==> src/rtl/alu_issue_ctrl_pkg.sv <==
// alu_issue_ctrl_pkg
//   Shared definitions for the ALU issue controller: R.O.E opcode encoding,
//   the HALT instruction pattern, issue FSM state type and instruction field
//   helpers. Imported by alu_issue_ctrl and roe_regfile.
package alu_issue_ctrl_pkg;

  localparam int IW = 9;   // instruction width
  localparam int FW = 3;   // width of each instruction field

  // Instruction field positions: [8:6]=op, [5:3]=rs/dest, [2:0]=rt
  localparam int OP_LSB = 6;
  localparam int RS_LSB = 3;
  localparam int RT_LSB = 0;

  typedef enum logic [2:0] {
    OP_SLL = 3'd0,
    OP_SRL = 3'd1,
    OP_LSW = 3'd2,
    OP_CLR = 3'd3,
    OP_EMK = 3'd4,
    OP_INC = 3'd5,
    OP_ADD = 3'd6,
    OP_SUB = 3'd7
  } op_code_e;

  // CLR with rs=rt=7 is reserved as HALT.
  localparam logic [IW-1:0] HALT_INSTR = 9'b011_111_111;

  typedef enum logic [1:0] {
    IDLE   = 2'd0,
    EXEC   = 2'd1,
    HALTED = 2'd2
  } issue_state_t;

  function automatic op_code_e op_field(input logic [IW-1:0] instr);
    return op_code_e'(instr[OP_LSB +: FW]);
  endfunction

  function automatic logic [FW-1:0] rs_field(input logic [IW-1:0] instr);
    return instr[RS_LSB +: FW];
  endfunction

  function automatic logic [FW-1:0] rt_field(input logic [IW-1:0] instr);
    return instr[RT_LSB +: FW];
  endfunction

endpackage

==> src/rtl/alu_issue_ctrl_roe_regfile.sv <==
// roe_regfile
//   NREGS x DW register file for the R.O.E issue controller.
//   Two asynchronous read ports, one writeback port (from the retiring ALU
//   instruction) and one external load port (memory return path).
//   If both write ports target the same index in one cycle, the writeback
//   port wins. All registers clear on asynchronous active-low reset.
// Ports
//   clk_i, rst_n_i           clock, async active-low reset
//   rd0_addr_i / rd0_data_o  read port 0 (rs operand)
//   rd1_addr_i / rd1_data_o  read port 1 (rt operand)
//   wb_we_i/addr/data        writeback port (priority)
//   ext_we_i/addr/data       external load port
module roe_regfile
  import alu_issue_ctrl_pkg::*;
#(
  parameter int NREGS = 8,
  parameter int DW    = 8,
  parameter int AW    = $clog2(NREGS)
) (
  input  logic          clk_i,
  input  logic          rst_n_i,
  input  logic [AW-1:0] rd0_addr_i,
  output logic [DW-1:0] rd0_data_o,
  input  logic [AW-1:0] rd1_addr_i,
  output logic [DW-1:0] rd1_data_o,
  input  logic          wb_we_i,
  input  logic [AW-1:0] wb_addr_i,
  input  logic [DW-1:0] wb_data_i,
  input  logic          ext_we_i,
  input  logic [AW-1:0] ext_addr_i,
  input  logic [DW-1:0] ext_data_i
);

  logic [DW-1:0] r_mem [NREGS];
  logic          w_ext_we;

  // Drop the external write when the writeback port hits the same index.
  assign w_ext_we = ext_we_i && !(wb_we_i && (wb_addr_i == ext_addr_i));

  always_ff @(posedge clk_i or negedge rst_n_i) begin
    if (!rst_n_i) begin
      for (int i = 0; i < NREGS; i++) begin
        r_mem[i] <= '0;
      end
    end else begin
      if (w_ext_we) begin
        r_mem[ext_addr_i] <= ext_data_i;
      end
      if (wb_we_i) begin
        r_mem[wb_addr_i] <= wb_data_i;
      end
    end
  end

  assign rd0_data_o = r_mem[rd0_addr_i];
  assign rd1_data_o = r_mem[rd1_addr_i];

endmodule

==> src/rtl/alu_issue_ctrl.sv <==
// alu_issue_ctrl
//   Initiator side of the R.O.E ALU interface. Accepts 9-bit instructions over
//   valid/ready, reads operands from an 8x8 register file, presents
//   op/rs/rt and the carry-link flag to the external combinational ALU, then
//   captures result/ov/bnz and writes the result back one cycle later.
//   Owns the ov (shift-out / carry) flag that chains SLL/SRL/ADD/SUB.
//
//   state  | meaning
//   IDLE   | waiting for an instruction, ready=1
//   EXEC   | instruction on alu_* ports, ALU result captured at end of cycle
//   HALTED | HALT retired, no issue until restart_i
//
// Configuration macro
//   ALU_ISSUE_FWD_EN : back-to-back issue with result forwarding into the
//                      operand read. Undefined: strict 2 clk per instruction.
// Ports
//   clk_i, rst_n_i                 clock, async active-low reset
//   instr_i/instr_valid_i/_ready_o instruction handshake
//   alu_op_o/alu_rs_o/alu_rt_o     registered instruction and operands to ALU
//   alu_ov_o                       carry-link flag to ALU
//   alu_result_i/alu_ov_i/bnz_i    ALU outputs
//   reg_we_i/waddr_i/wdata_i       external register load
//   wb_valid_o/addr/data/is_mem_o  retire pulse and its payload
//   bnz_o                          bnz of the last retired instruction
//   halted_o, restart_i            halt status and restart request
module alu_issue_ctrl
  import alu_issue_ctrl_pkg::*;
#(
  parameter int NREGS = 8,
  parameter int DW    = 8
) (
  input  logic                     clk_i,
  input  logic                     rst_n_i,
  input  logic [IW-1:0]            instr_i,
  input  logic                     instr_valid_i,
  output logic                     instr_ready_o,
  output logic [IW-1:0]            alu_op_o,
  output logic [DW-1:0]            alu_rs_o,
  output logic [DW-1:0]            alu_rt_o,
  output logic                     alu_ov_o,
  input  logic [DW-1:0]            alu_result_i,
  input  logic                     alu_ov_i,
  input  logic                     alu_bnz_i,
  input  logic                     reg_we_i,
  input  logic [$clog2(NREGS)-1:0] reg_waddr_i,
  input  logic [DW-1:0]            reg_wdata_i,
  output logic                     wb_valid_o,
  output logic [$clog2(NREGS)-1:0] wb_addr_o,
  output logic [DW-1:0]            wb_data_o,
  output logic                     wb_is_mem_o,
  output logic                     bnz_o,
  output logic                     halted_o,
  input  logic                     restart_i
);

  localparam int AW = $clog2(NREGS);

  issue_state_t  r_state;
  issue_state_t  w_state_nxt;
  logic          r_ov_q;

  logic          w_accept;
  logic          w_exec;
  logic          w_halt_inflight;
  logic          w_retire;
  op_code_e      w_op_q;
  logic          w_is_lsw;
  logic          w_is_clr;
  logic          w_wb_we;
  logic [AW-1:0] w_wb_addr;
  logic [DW-1:0] w_wb_data;
  logic          w_ov_nxt;
  logic          w_bnz_nxt;

  logic [AW-1:0] w_rs_idx;
  logic [AW-1:0] w_rt_idx;
  logic [DW-1:0] w_rf_rs;
  logic [DW-1:0] w_rf_rt;
  logic [DW-1:0] w_opnd_rs;
  logic [DW-1:0] w_opnd_rt;

  // In-flight instruction decode (alu_op_o holds the instruction in EXEC)
  assign w_exec          = (r_state == EXEC);
  assign w_halt_inflight = (alu_op_o == HALT_INSTR);
  assign w_retire        = w_exec && !w_halt_inflight;
  assign w_op_q          = op_field(alu_op_o);
  assign w_is_lsw        = (w_op_q == OP_LSW);
  assign w_is_clr        = (w_op_q == OP_CLR);
  assign w_wb_addr       = rs_field(alu_op_o);

  // CLR is forced to zero here so the RF and ov chain clear regardless of
  // what the external ALU returns for it.
  assign w_wb_we   = w_retire && !w_is_lsw;
  assign w_wb_data = w_is_clr ? '0   : alu_result_i;
  assign w_ov_nxt  = w_is_clr ? 1'b0 : alu_ov_i;
  assign w_bnz_nxt = w_is_clr ? 1'b0 : alu_bnz_i;

  assign w_rs_idx = rs_field(instr_i);
  assign w_rt_idx = rt_field(instr_i);
  assign w_accept = instr_valid_i && instr_ready_o;

  roe_regfile #(
    .NREGS (NREGS),
    .DW    (DW),
    .AW    (AW)
  ) u_regfile (
    .clk_i      (clk_i),
    .rst_n_i    (rst_n_i),
    .rd0_addr_i (w_rs_idx),
    .rd0_data_o (w_rf_rs),
    .rd1_addr_i (w_rt_idx),
    .rd1_data_o (w_rf_rt),
    .wb_we_i    (w_wb_we),
    .wb_addr_i  (w_wb_addr),
    .wb_data_i  (w_wb_data),
    .ext_we_i   (reg_we_i),
    .ext_addr_i (reg_waddr_i),
    .ext_data_i (reg_wdata_i)
  );

`ifdef ALU_ISSUE_FWD_EN
  // The RF write for the in-flight instruction lands on the same edge that
  // captures the next operands, so bypass the writeback value when indices
  // match. LSW does not write the RF, which w_wb_we already excludes.
  assign w_opnd_rs = (w_wb_we && (w_rs_idx == w_wb_addr)) ? w_wb_data : w_rf_rs;
  assign w_opnd_rt = (w_wb_we && (w_rt_idx == w_wb_addr)) ? w_wb_data : w_rf_rt;
`else
  assign w_opnd_rs = w_rf_rs;
  assign w_opnd_rt = w_rf_rt;
`endif

  // ov_q updates on the retire edge, which is also the edge the next
  // instruction enters EXEC, so no extra ov forwarding is needed.
  assign alu_ov_o = r_ov_q;

  always_ff @(posedge clk_i or negedge rst_n_i) begin
    if (!rst_n_i) begin
      r_state <= IDLE;
    end else begin
      r_state <= w_state_nxt;
    end
  end

  always_comb begin
    w_state_nxt   = r_state;
    instr_ready_o = 1'b0;
    halted_o      = 1'b0;
    unique case (r_state)
      IDLE: begin
        instr_ready_o = 1'b1;
        if (instr_valid_i) begin
          w_state_nxt = EXEC;
        end
      end
      EXEC: begin
        if (w_halt_inflight) begin
          w_state_nxt = HALTED;
        end else begin
`ifdef ALU_ISSUE_FWD_EN
          instr_ready_o = 1'b1;
          w_state_nxt   = instr_valid_i ? EXEC : IDLE;
`else
          w_state_nxt   = IDLE;
`endif
        end
      end
      HALTED: begin
        halted_o = 1'b1;
        if (restart_i) begin
          w_state_nxt = IDLE;
        end
      end
      default: begin
        w_state_nxt = IDLE;
      end
    endcase
  end

  // Issue registers
  always_ff @(posedge clk_i or negedge rst_n_i) begin
    if (!rst_n_i) begin
      alu_op_o <= '0;
      alu_rs_o <= '0;
      alu_rt_o <= '0;
    end else if (w_accept) begin
      alu_op_o <= instr_i;
      alu_rs_o <= w_opnd_rs;
      alu_rt_o <= w_opnd_rt;
    end
  end

  // Retire capture
  always_ff @(posedge clk_i or negedge rst_n_i) begin
    if (!rst_n_i) begin
      r_ov_q      <= 1'b0;
      bnz_o       <= 1'b0;
      wb_valid_o  <= 1'b0;
      wb_addr_o   <= '0;
      wb_data_o   <= '0;
      wb_is_mem_o <= 1'b0;
    end else begin
      wb_valid_o <= w_retire;
      if (w_retire) begin
        r_ov_q      <= w_ov_nxt;
        bnz_o       <= w_bnz_nxt;
        wb_addr_o   <= w_wb_addr;
        wb_data_o   <= w_wb_data;
        wb_is_mem_o <= w_is_lsw;
      end
    end
  end

endmodule

==> config.mk <==
export PLATFORM = sky130hd
export DESIGN_NAME = alu_issue_ctrl
export DESIGN_NICKNAME = d
export VERILOG_FILES = /design/src/rtl/alu_issue_ctrl_pkg.sv /design/src/rtl/alu_issue_ctrl_roe_regfile.sv /design/src/rtl/alu_issue_ctrl.sv
export SDC_FILE = /design/constraint.sdc
export NUM_CORES = 1
export LEC_CHECK = 0
export CORE_AREA = 2 2 143 145
export CTS_BUF_LIST = sky130_fd_sc_hd__clkbuf_2
export DETAILED_ROUTE_END_ITERATION = 10
export DIE_AREA = 0 0 145 147
export MAX_ROUTING_LAYER = met4
export PLACE_DENSITY_LB_ADDON = 0.25
export SYNTH_ARGS = -nofsm -noshare
export SYNTH_HDL_FRONTEND = slang
export SYNTH_HIERARCHICAL = 1
export SYNTH_SLANG_ARGS = --single-unit
==> constraint.sdc <==
create_clock -name clk_i -period 2.6 [get_ports clk_i]
set_input_delay 0.26 -clock clk_i [delete_from_list [all_inputs] [get_ports clk_i]]
set_output_delay 0.26 -clock clk_i [all_outputs]
set_load 0.02 [all_outputs]
==> results.toml <==
[run_status]
status = "completed"

[floorplanning]
rows = 52
die_h_um = 147
pin_count = 77
fp.dieW_um = 145
start_util = 0.342
die-area_um2 = 21300
core_area_um2 = 19800

[cts]
h-tree-depth = 3
cts.sinks = 106
cts_resized = 0
clk_pin_slew_ps = 300
cts_buffers = 9
clockBufferDepth = 2
cts_tree = "yes"
clockRootBuffer = "clkbuf_2"
clk_latency_ps = 650

[synthesis]
synthFlopType = "dfrtp_1"
synthCells = 496
ys_types = 41
synth-edff-count = 0
synth.most_common_cell = "mux2i_1"
synth_top_area_cell = "dfrtp_1"
synth_fp_nets = 531
synth-seq-cells = 106
async_flop_share = 1.00
synth.area.top_cells = "dfrtp_1 39%, mux2i_1 28%, mux4_2 11%"
synth.top_cells.by_count = "192 x mux2i_1, 106 x dfrtp_1, 44 x mux2_2"
yosysSeqAreaShare = 0.391
syn_area_um2 = 6780
avgSynthCellArea_um2 = 13.7
synth.top_cell.area_share = 0.391
yosysWarningCount = 6

[route]
num_vias = 4453
avgRoutedWirePerCell_um = 22.2
first_pass_iters = 4
drc = 0
drt_iter0_markers = 247
routed_via_density = 5.34
antenna_left = 0
wl_mm = 18.5

[critical_path]
rrSetupSlack_ps = 310
critPathMaxStageDelay_ps = 470
cp_slowest_cell = "or3b_1"
reg2regPathDepth = 7
rr_endpoint = "u_regfile/r_mem[30]"
crit_path_max_fanout = 8
endpoint = "u_regfile/r_mem[30]"
r2r-start = "alu_op_o[5]"
critPathLaunch = "alu_op_o[5]"
path_class = "reg -> reg"
critPathCaptureType = "register"
required_ps = 3190
worstPathCellList = "nand2_1 > o21ai_0 > a21oi_1 > or3b_1 > o2111ai_4 > buf_4 > mux2i_1"
cp-start-kind = "register"
crit_arrival_ps = 2880

[cells_and_area]
layout-drive-gt1-share = 0.238
fin_cells = 834
antenna_cells = 0
nets = 594
fillCellCount = 1863
synthToLayoutAreaGrowth_pct = 17.0

[sta]
final_max_slew_viol_count = 0
setup_viol = 0
relSlewSlack = 0.536
whs_ps = 69.4
fmax_ghz = 0.438
hold_viol = 0
clock_skew_ps = 29.6
tightest_slew_ps = 694
min_period_over_period = 0.879
period_minus_slack_ps = 2290
rsz0062_at_grt = "false"
setup-tns-final_ps = 0

[grt]
antenna_found_initial = 0
grt_pass1_vias = 4623
grt_pass1_wl_mm = 28.6
overflow = 0
grt_max_degree = 47
grt_usage = 0.183

[place]
gp_congestion = 0.802
dpl.hpwl_mm = 12.4
port_buffers = 76
dp.cells = 817

[power_and_ir_drop]
powerDensity_nw_per_um2 = 736
p_leak_nw = 3.03
max-vdd-ir-drop_mv = 0.327
power_w = 0.00584

[flow_run]
max_cap_viol_count = 0

[worst_hold_path]
hp-class = "in -> async"
==> registers in the layout (all words and copies together) (netlist names) <==
signal and cells:
wb_is_mem_o 1, r_state 2, u_regfile/r_mem 64, alu_rs_o 8, alu_op_o 9, alu_ov_o 1, wb_valid_o 1, bnz_o 1
wb_data_o 8, wb_addr_o 3, alu_rt_o 8
==> cells by family (layout without fill, tap and decap cells) <==
family	count (synthesis)	after routing	synth area share
compound gates	25	25	0.0415
buf+inv	58	126	0.0563
mux	268	268	0.463
simple gates	37	37	0.0441
flops	106	106	0.391
xor+xnor	2	2	0.00369
==> routing by layer <==
metal  global-route usage  wire length (µm)  vias to the layer above  share of wire
met3               0.0373               668                       20          0.036
met4               0.0356               248                        0          0.013
met2                0.300              9100                       92           0.49
met1                0.238              8490                     2341           0.46
li1                     -                 -                     2000              -
met5                    -                 0                        -              0
==> repair_timing <==
| item | in CTS | in global routing |
|---|---|---|
| hold buffers | 1 | 0 |
| hold endpoints to repair | 77 | 0 |
| buffers inserted | 0 | 0 |
| setup endpoints to repair | 0 | 0 |
==> worst max-delay path, delay by kind of cell, from the launching register on <==
kind                   cells  cell delay, ps
AO/OA/AOI/OAI              3             620
buffers and inverters      1             270
multiplexers               1             240
flip-flops                 1             440
AND/OR/NAND/NOR            2             670
==> where the power goes <==
| group | internal, W | leakage [nW] | switching [W] |
|---|---|---|---|
| Combinational | 0.00134 | 1.70 | 0.00105 |
| Clock | 0.000135 | 0.0583 | 0.000614 |
| Sequential | 0.00223 | 1.27 | 0.000463 |
==> final cells by class <==
cell class | instances | area [µm²] | area share
Clock buffer | 9 | 45.0 | 0.00568
Clock inverter | 7 | 52.6 | 0.00663
Inverter | 4 | 15.0 | 0.00189
Multi-Input combinational cell | 332 | 3750 | 0.473
Sequential cell | 106 | 2650 | 0.335
Tap cell | 270 | 338 | 0.0426
Timing Repair Buffer | 106 | 1070 | 0.135
==> layout by cell type, fill, tap and decap left out, types with 5 or more instances in the layout <==
cell / count
mux2i_1: 192
dfrtp_1: 106
clkdlybuf4s50_1: 75
mux2_2: 44
mux4_2: 32
buf_4: 23
a22o_1: 12
and2_1: 9
clkbuf_2: 9
buf_12: 7
and4b_1: 5
==> per-stage QoR <==
stage	worst slack, ps	area (µm²)	utilization
finish	315	7930	0.400
global route	146	7930	0.400
CTS	264	7930	0.400
detailed placement	253	7820	0.394
global placement	293	7820	0.394
floorplan	502	6780	-
==> how the worst min path moves through the flow <==
stage | cells after the start | startpoint | slack (ps) | to
2_1_floorplan | 0 | rst_n_i | -40 | alu_op_o[0]
3_3_place_gp | 1 | rst_n_i | 260 | u_regfile/r_mem[17]
3_5_place_dp | 1 | rst_n_i | 260 | u_regfile/r_mem[17]
4_1_cts | 2 | rst_n_i | 20 | u_regfile/r_mem[0]
5_1_grt | 2 | rst_n_i | 10 | u_regfile/r_mem[18]
6_report | 2 | rst_n_i | 70 | u_regfile/r_mem[17]
No activity file was read; power rests on OpenSTA's default activity.
==> variant (same settings) <==
Encoding of `issue_state_t`: now one-hot (3 bits for 3 states).
--- a/src/rtl/alu_issue_ctrl_pkg.sv
+++ b/src/rtl/alu_issue_ctrl_pkg.sv
@@ -27,8 +27,8 @@
   localparam logic [IW-1:0] HALT_INSTR = 9'b011_111_111;
 
-  typedef enum logic [1:0] {
-    IDLE   = 2'd0,
-    EXEC   = 2'd1,
-    HALTED = 2'd2
+  typedef enum logic [2:0] {
+    IDLE   = 3'b001,
+    EXEC   = 3'b010,
+    HALTED = 3'b100
   } issue_state_t;
 
Formal check against the unedited RTL: no difference found for any inputs over 4 cycles, from zero or initial values and one cycle with rst_n_i low; so few cycles prove little.
==> variant against the original RTL <==
Cell area rose by 1.7%; count of clock-buffer cells in the layout rose by 2; area after synthesis rose by 1.3%; routed wire length rose by 2.8%; setup slack got worse by 0.079 ns; sequential cell count rose by 1; power rose by 30%.
==> variant: results (changes against the original RTL) <==
Cell Area, Placed 0.00797 sq mm (was 0.00782 sq mm); Synth Area in XOR/XNOR 0.00365 (was 0.00369); CP arrival 2.92 ns (was 2.88 ns); crit path capture u_regfile/r_mem[61] (was u_regfile/r_mem[30]); synth cell count leaders mux2i_1, dfrtp_1, mux2_2 (unchanged); Non-Filler Instances 848 (was 834); hold crit path type in2async (unchanged); FF-to-FF Start r_state[2] (was alu_op_o[5]); largest cells by area after synthesis dfrtp_1, mux2i_1, mux4_2 (unchanged); first-pass GRT wire length 29,900 um (was 28,600 um); total wire length 19,000 um (was 18,500 um); Sequential Power 3.12 mW (was 2.70 mW); number of distinct library cells after synthesis 51 (was 41); Compound-Gate Fraction of Synth Area 0.0478 (was 0.0415); Routability Congestion 0.773 (was 0.802); WP data required 3.16 ns (was 3.19 ns); reg2reg setup slack 0.24 ns (was 0.31 ns); reg2reg end u_regfile/r_mem[61] (was u_regfile/r_mem[30]); Max FO, Critical Path 12 (was 8); placed cell count 831 (was 817); gr usage total 0.189 (was 0.183); initial antenna violation count 0 (unchanged); share of layout cells above drive strength 1 0.244 (was 0.238); vias in the first global route 5,032 (was 4,623); DRT Pass-1 Iters 5 (was 4); filler instances 1,871 (was 1,863); P_sw 2.96 mW (was 2.13 mW); Place WS 0.291 ns (was 0.253 ns); skew final 0.0351 ns (was 0.0296 ns); DP Wirelength 12,700 um (was 12,400 um); Final nets 608 (was 594); mux share of post-synthesis cell area 0.454 (was 0.463); violation count after the first detailed-routing iteration 216 (was 247); Slew headroom 0.444 (was 0.536); comb pwr 3.74 mW (was 2.39 mW); Seq/Total Area, Yosys 0.390 (was 0.391); top flop regs u_regfile/r_mem (64), alu_op_o (9) (unchanged); Hold WS 0.0786 ns (was 0.0694 ns); Net Sw Frac 0.390 (was 0.365); Net Count, Synth 543 (was 531); Syn Inst Count 508 (was 496); status finished, final reports clean (unchanged); Crit-path slowest cell dfrtp_1 (was or3b_1); Max VDD drop 398 uV (was 327 uV); largest net degree at the start of global routing 48 (was 47); Via density 5.43 (was 5.34); Leak 3.05 nW (was 3.03 nW)
-- variant: worst max-delay path: cells and delay by family, from the launching register on --
family,cells,cell delay (ns)
AND/OR/NAND/NOR,2,0.85
AO/OA/AOI/OAI,2,0.33
buffers and inverters,2,0.43
multiplexers,1,0.21
flip-flops,1,0.48
-- variant: cell type report --
cell class | instances | area (sq um) | share of cell area
inverter | 4 | 15.0 | 0.00186
clock inverter | 5 | 30.0 | 0.00372
sequential | 107 | 2680 | 0.332
timing repair buffer | 109 | 1130 | 0.141
multi-input combinational | 342 | 3810 | 0.473
tap | 270 | 338 | 0.0419
clock buffer | 11 | 55.1 | 0.00683
-- variant: metal layers --
| metal | wire length, um | up-vias | GRT usage | share of wire |
|---|---|---|---|---|
| met5 | 0 | - | - | 0 |
| met4 | 284 | 0 | 0.0401 | 0.015 |
| met3 | 810 | 20 | 0.0407 | 0.043 |
| met2 | 9400 | 106 | 0.311 | 0.49 |
| met1 | 8530 | 2421 | 0.241 | 0.45 |
| li1 | - | 2056 | - | - |
